### src/rtl/mem_access_ctrl_pkg.sv
// Shared types for the MAR/MDR memory access controller.
// Size encodings, FSM states and the size-to-byte-count helper.
package mem_access_ctrl_pkg;

  localparam logic [1:0] SZ_BYTE = 2'b00;
  localparam logic [1:0] SZ_HALF = 2'b01;
  localparam logic [1:0] SZ_WORD = 2'b10;

  typedef enum logic [1:0] {
    IDLE,
    XFER,
    DONE
  } state_t;

  function automatic logic [2:0] size_bytes(input logic [1:0] sz);
    case (sz)
      SZ_BYTE: return 3'd1;
      SZ_HALF: return 3'd2;
      default: return 3'd4;
    endcase
  endfunction

endpackage

### src/rtl/mem_load_extend.sv
// Sign/zero extension of an assembled load value by access size.
// Size 11 behaves as a word.
module mem_load_extend
  import mem_access_ctrl_pkg::*;
(
  input  logic [31:0] raw,
  input  logic [1:0]  size,
  input  logic        sgn,
  output logic [31:0] ext
);

  always_comb begin
    ext = raw;
    unique case (1'b1)
      (size == SZ_BYTE): ext = {{24{sgn & raw[7]}}, raw[7:0]};
      (size == SZ_HALF): ext = {{16{sgn & raw[15]}}, raw[15:0]};
      default:           ext = raw;
    endcase
  end

endmodule

### src/rtl/mem_access_ctrl.sv
// Multi-cycle byte-serial memory access controller, MOV/MOC handshake.
// Optional misalignment trap: define ALIGN_CHECK_EN to add the Err port.
module mem_access_ctrl
  import mem_access_ctrl_pkg::*;
#(
  parameter int ADDR_W      = 9,
  parameter int BYTE_CYCLES = 2
) (
  input  logic              Clk,
  input  logic              Clr,
  input  logic              MOV,
  input  logic              RW,
  input  logic [1:0]        Size,
  input  logic              Sgn,
  input  logic [31:0]       Addr,
  input  logic [31:0]       WData,
  output logic              MOC,
  output logic [31:0]       DataOut,
`ifdef ALIGN_CHECK_EN
  output logic              Err,
`endif
  output logic              mem_en,
  output logic              mem_we,
  output logic [ADDR_W-1:0] mem_addr,
  output logic [7:0]        mem_wdata,
  input  logic [7:0]        mem_rdata
);

  localparam int CW = (BYTE_CYCLES > 1) ? $clog2(BYTE_CYCLES) : 1;
  localparam logic [CW-1:0] CYC_LAST = CW'(BYTE_CYCLES - 1);

  state_t            state, state_n;
  logic [ADDR_W-1:0] base, base_n;
  logic [31:0]       wd, wd_n;
  logic [31:0]       asm_q, asm_n;
  logic              rw, rw_n;
  logic              sgn, sgn_n;
  logic [1:0]        sz, sz_n;
  logic [2:0]        nb, nb_n;
  logic [1:0]        idx, idx_n;
  logic [CW-1:0]     cyc, cyc_n;
  logic              dout_ld;
  logic              leave;
  logic [1:0]        rpos, wpos;
  logic [7:0]        wbyte;
  logic [31:0]       ext;
  logic              unused_addr;

  assign unused_addr = ^Addr[31:ADDR_W];
  assign leave = (state == DONE) && MOC && !MOV;
  assign rpos  = 2'(nb - 3'd1 - {1'b0, idx});
  assign wpos  = 2'(nb_n - 3'd1 - {1'b0, idx_n});
  assign wbyte = wd_n[{wpos, 3'b000} +: 8];

`ifdef ALIGN_CHECK_EN
  logic mis;
  logic err_set;
  assign mis = ((Size == SZ_HALF) && Addr[0]) ||
               (Size[1] && (Addr[1:0] != 2'b00));
`endif

  mem_load_extend u_ext (
    .raw  (asm_n),
    .size (sz),
    .sgn  (sgn),
    .ext  (ext)
  );

  always_comb begin
    state_n = state;
    base_n  = base;
    wd_n    = wd;
    asm_n   = asm_q;
    rw_n    = rw;
    sgn_n   = sgn;
    sz_n    = sz;
    nb_n    = nb;
    idx_n   = idx;
    cyc_n   = cyc;
    dout_ld = 1'b0;
`ifdef ALIGN_CHECK_EN
    err_set = 1'b0;
`endif
    unique case (state)
      IDLE: begin
        if (MOV) begin
          base_n = Addr[ADDR_W-1:0];
          wd_n   = WData;
          rw_n   = RW;
          sgn_n  = Sgn;
          sz_n   = Size;
          nb_n   = size_bytes(Size);
          idx_n  = 2'd0;
          cyc_n  = '0;
          asm_n  = '0;
`ifdef ALIGN_CHECK_EN
          if (mis) begin
            state_n = DONE;
            err_set = 1'b1;
          end else begin
            state_n = XFER;
          end
`else
          state_n = XFER;
`endif
        end
      end
      XFER: begin
        if (cyc == CYC_LAST) begin
          cyc_n = '0;
          if (rw) asm_n[{rpos, 3'b000} +: 8] = mem_rdata;
          if ({1'b0, idx} == nb - 3'd1) begin
            state_n = DONE;
            dout_ld = rw;
          end else begin
            idx_n = idx + 2'd1;
          end
        end else begin
          cyc_n = cyc + CW'(1);
        end
      end
      DONE: begin
        if (leave) state_n = IDLE;
      end
      default: state_n = IDLE;
    endcase
  end

  always_ff @(posedge Clk or negedge Clr) begin
    if (!Clr) begin
      state     <= IDLE;
      base      <= '0;
      wd        <= '0;
      asm_q     <= '0;
      rw        <= 1'b0;
      sgn       <= 1'b0;
      sz        <= SZ_BYTE;
      nb        <= 3'd1;
      idx       <= 2'd0;
      cyc       <= '0;
      MOC       <= 1'b0;
      DataOut   <= '0;
      mem_en    <= 1'b0;
      mem_we    <= 1'b0;
      mem_addr  <= '0;
      mem_wdata <= '0;
    end else begin
      state  <= state_n;
      base   <= base_n;
      wd     <= wd_n;
      asm_q  <= asm_n;
      rw     <= rw_n;
      sgn    <= sgn_n;
      sz     <= sz_n;
      nb     <= nb_n;
      idx    <= idx_n;
      cyc    <= cyc_n;
      // MOC lags DONE entry by a cycle so it always pulses once
      MOC    <= (state == DONE) && !leave;
      mem_en <= (state_n == XFER);
      mem_we <= (state_n == XFER) && !rw_n;
      if (state_n == XFER) begin
        mem_addr  <= base_n + ADDR_W'(idx_n);
        mem_wdata <= wbyte;
      end
      if (dout_ld) DataOut <= ext;
    end
  end

`ifdef ALIGN_CHECK_EN
  always_ff @(posedge Clk or negedge Clr) begin
    if (!Clr) begin
      Err <= 1'b0;
    end else if (err_set) begin
      Err <= 1'b1;
    end else if (leave) begin
      Err <= 1'b0;
    end
  end
`endif

endmodule

### config.mk
export PLATFORM = sky130hd
export DESIGN_NAME = mem_access_ctrl
export DESIGN_NICKNAME = d
export VERILOG_FILES = /design/src/rtl/mem_access_ctrl_pkg.sv /design/src/rtl/mem_load_extend.sv /design/src/rtl/mem_access_ctrl.sv
export SDC_FILE = /design/constraint.sdc
export NUM_CORES = 1
export LEC_CHECK = 0
export CORE_ASPECT_RATIO = 1.2
export CORE_MARGIN = 2
export CORE_UTILIZATION = 25
export CTS_BUF_LIST = sky130_fd_sc_hd__clkbuf_8
export DETAILED_ROUTE_END_ITERATION = 12
export GPL_TIMING_DRIVEN = 0
export PLACE_DENSITY = 0.52
export SKIP_LAST_GASP = 1
export SLEW_MARGIN = 15
export SYNTH_ARGS = -nofsm -noshare
export SYNTH_HDL_FRONTEND = slang
export SYNTH_SLANG_ARGS = --single-unit
### constraint.sdc
create_clock -name Clk -period 3 [get_ports Clk]
set_input_delay 0.45 -clock Clk [delete_from_list [all_inputs] [get_ports Clk]]
set_output_delay 0.45 -clock Clk [all_outputs]
set_load 0.02 [all_outputs]
==> results.toml <==
[final_layout]
drive_above_1_share_pct = 15.28
final_area_mm2 = 0.008208
n_fill_cell = 2401
antenna_cells = 0
fin_cells = 1061
area_growth_pct = 38.31
final_core_util_pct = 35.26
fin_nets = 823

[place]
dp_hpwl_um = 11840
portBuffers = 107
placed_area_mm2 = 0.007531
numPlacedInstances = 1014
place_congestion = 0.7433

[floorplanning]
start_util_pct = 25.49
core_mm2 = 0.02328
die_h_um = 172.8
die_x_um = 144.6
rows = 61
pin_count = 131
dieArea_mm2 = 0.02499

[routing]
wirelength_um = 16980
drc = 0
vias_per_cell = 4.418
wl_per_cell_um = 16.00
dr.pass1.iters = 5
drt_iter0_markers = 229
vias = 4688
antenna_left = 0

[clock_network]
clock-root-buffer = "clkbuf_8"
cts_made_buffers = 17
cts_tree = "yes"
htreeDepth = 4
clk_pin_slew_worst_paths_ps = 80
clockBufferDepth = 2
clock-sinks = 137
clkLatencyLatePin_ps = 450

[worst_setup_path]
required_ps = 3310
cp-start-kind = "register"
critPathKind = "reg2reg"
reg2reg_from = "nb[0]"
worstPathMaxFanout = 8
critPathCaptureType = "register"
cp_data_arrival_time_ps = 3440
crit_start = "nb[0]"
r2r_slack_ps = -130

[worst_hold_path]
hold_start = "wd[31]"
hold_class = "reg2reg"

[synthesis]
syn_inst = 590
synth_edf_count = 0
synth_area_mm2 = 0.005934
yosysMostFrequentCell = "nand2_1"
synth_fp_nets = 680
synth.yosys.seq_area_share_pct = 57.79
synth-seq-cells = 137
yosysWarningCount = 0
syn_avg_cell_area_um2 = 10.06
postSynth.asyncResetShare_pct = 100.0
yosys-top-cells-count = "nand2_1 (177), dfrtp_1 (136), a21oi_1 (37)"
ys_types = 43
synth_top_area_share_pct = 57.35
ys_top_cells_by_area = "dfrtp_1 (57%), nand2_1 (11%), mux2_2 (4.6%)"
synth_largest_area_cell = "dfrtp_1"
ys.flop_type = "dfrtp_1"

[sta]
min_period_ps = 3130
slew_viol_final = 0
tightest_slew_ps = 811.2
slew_headroom_pct = 45.47
finalClockSkew_ps = 9.183
whs_ps = 472.9
rsz0062_at_grt = "true"
period_share_pct = 104.3
worst_slack_ps = -130.4
finalSetupViolCount = 21
report.final.hold_viol_count = 0
max_freq_mhz = 319.4

[power]
power.total_uw = 9694
pwr_density_cell_mw_per_mm2 = 1181
p_leak_uw = 0.003600
ir_drop_uv = 582.1

[grt]
grt_pass1_wl_um = 26780
grt_overflow = 0
grt_util_all_layers_pct = 13.99
grt_pass1_vias = 4914
antenna_found_initial = 0
grt_max_degree = 75

[flow_run]
maxCapViolCount = 0

[status]
failed_checks = "setup timing"
status = "finished with violations"
==> cell families (layout without fill, tap and decap cells) <==
family	after synthesis	after routing	synth area share (%)
XOR/XNOR	11	11	1.624
buffers and inverters	41	197	2.678
AO/OA/AOI/OAI	98	98	10.54
AND/OR/NAND/NOR	255	255	18.17
multiplexers	37	37	6.747
flip-flops	137	137	57.79
adder cells (fa/ha/maj)	11	11	2.446
==> routing by layer <==
metal	part of all wire, %	GRT usage, %	wire, um	vias up
li1	-	-	-	2266
met1	44	18.31	7550	2268
met2	49	23.06	8322	140
met3	5.6	3.462	948	14
met4	0.92	3.681	157	0
met5	0	0	0	-
==> registers in the layout (all words and copies together), names as in the netlist, 2 cells and up <==
| signal | flops |
|---|---|
| DataOut | 32 |
| asm_q | 32 |
| base | 9 |
| idx | 2 |
| mem_addr | 9 |
| mem_wdata | 8 |
| nb | 3 |
| state | 2 |
| sz | 2 |
| wd | 32 |
==> timing repair <==
item                       4_1_cts  5_1_grt
setup buffers                   10        6
setup endpoints to repair       32       39
pin swaps                        9        4
resized for setup               15       16
hold endpoints to repair        63        0
gates cloned                     0        1
hold buffers                     1        0
==> metrics by stage <==
stage                     TNS, ps  setup slack [ps]
after floorplan             -1018            -133.5
after global placement    -616440             -4337
after detailed placement   -23610             -1390
after CTS                   -3589            -204.0
after global routing        -7558            -319.5
final                       -1640            -130.4
==> report_power, final <==
| group | switching [uW] | internal, uW | total (uW) | leakage, uW |
|---|---|---|---|---|
| Combinational | 2750 | 2360 | 5110 | 0.00170 |
| Sequential | 347 | 2610 | 2960 | 0.00171 |
| Clock | 779 | 847 | 1630 | 0.000198 |
==> final cells by class <==
cell class	instances	area [um2]	share of cell area [%]
buffer	25	147.6	1.799
clock buffer	18	247.7	3.018
clock inverter	14	172.7	2.104
inverter	13	48.80	0.5945
multi-input combinational	412	2502	30.49
sequential	137	3431	41.80
tap	315	394.1	4.802
timing repair buffer	127	1264	15.40
==> critical path, cell delays in order, from the launching register on <==
cell and delay (ps):
dfstp_2 550, inv_2 50, ha_4 280, xor2_4 160, and3_4 220, nor2_4 40
nor3_2 100, a21o_1 140, inv_2 60, ha_4 160, or3_4 380, and3_4 160
o32ai_4 230, buf_12 180, mux2i_1 190, o21ai_1 70
==> placed cells by master (no fill, tap or decap), types with 16 or more instances in the layout <==
master	instances
dfrtp_1	135
nor2_1	32
a21oi_1	35
clkbuf_8	19
mux2_2	24
a22o_1	23
nand2_1	177
o21ai_0	19
clkdlybuf4s50_1	105
buf_4	16
==> path summary, 6_finish.rpt <==
kind                                 to  cells past startpoint
hold / removal                   wd[31]                      2
min in group asynchronous   DataOut[29]                      2
max in group asynchronous         nb[0]                      3
setup / recovery           mem_wdata[6]                     15
setup reg to reg           mem_wdata[6]                     15
hold reg to reg                  wd[31]                      2
Power figures use the tool's default switching activity.
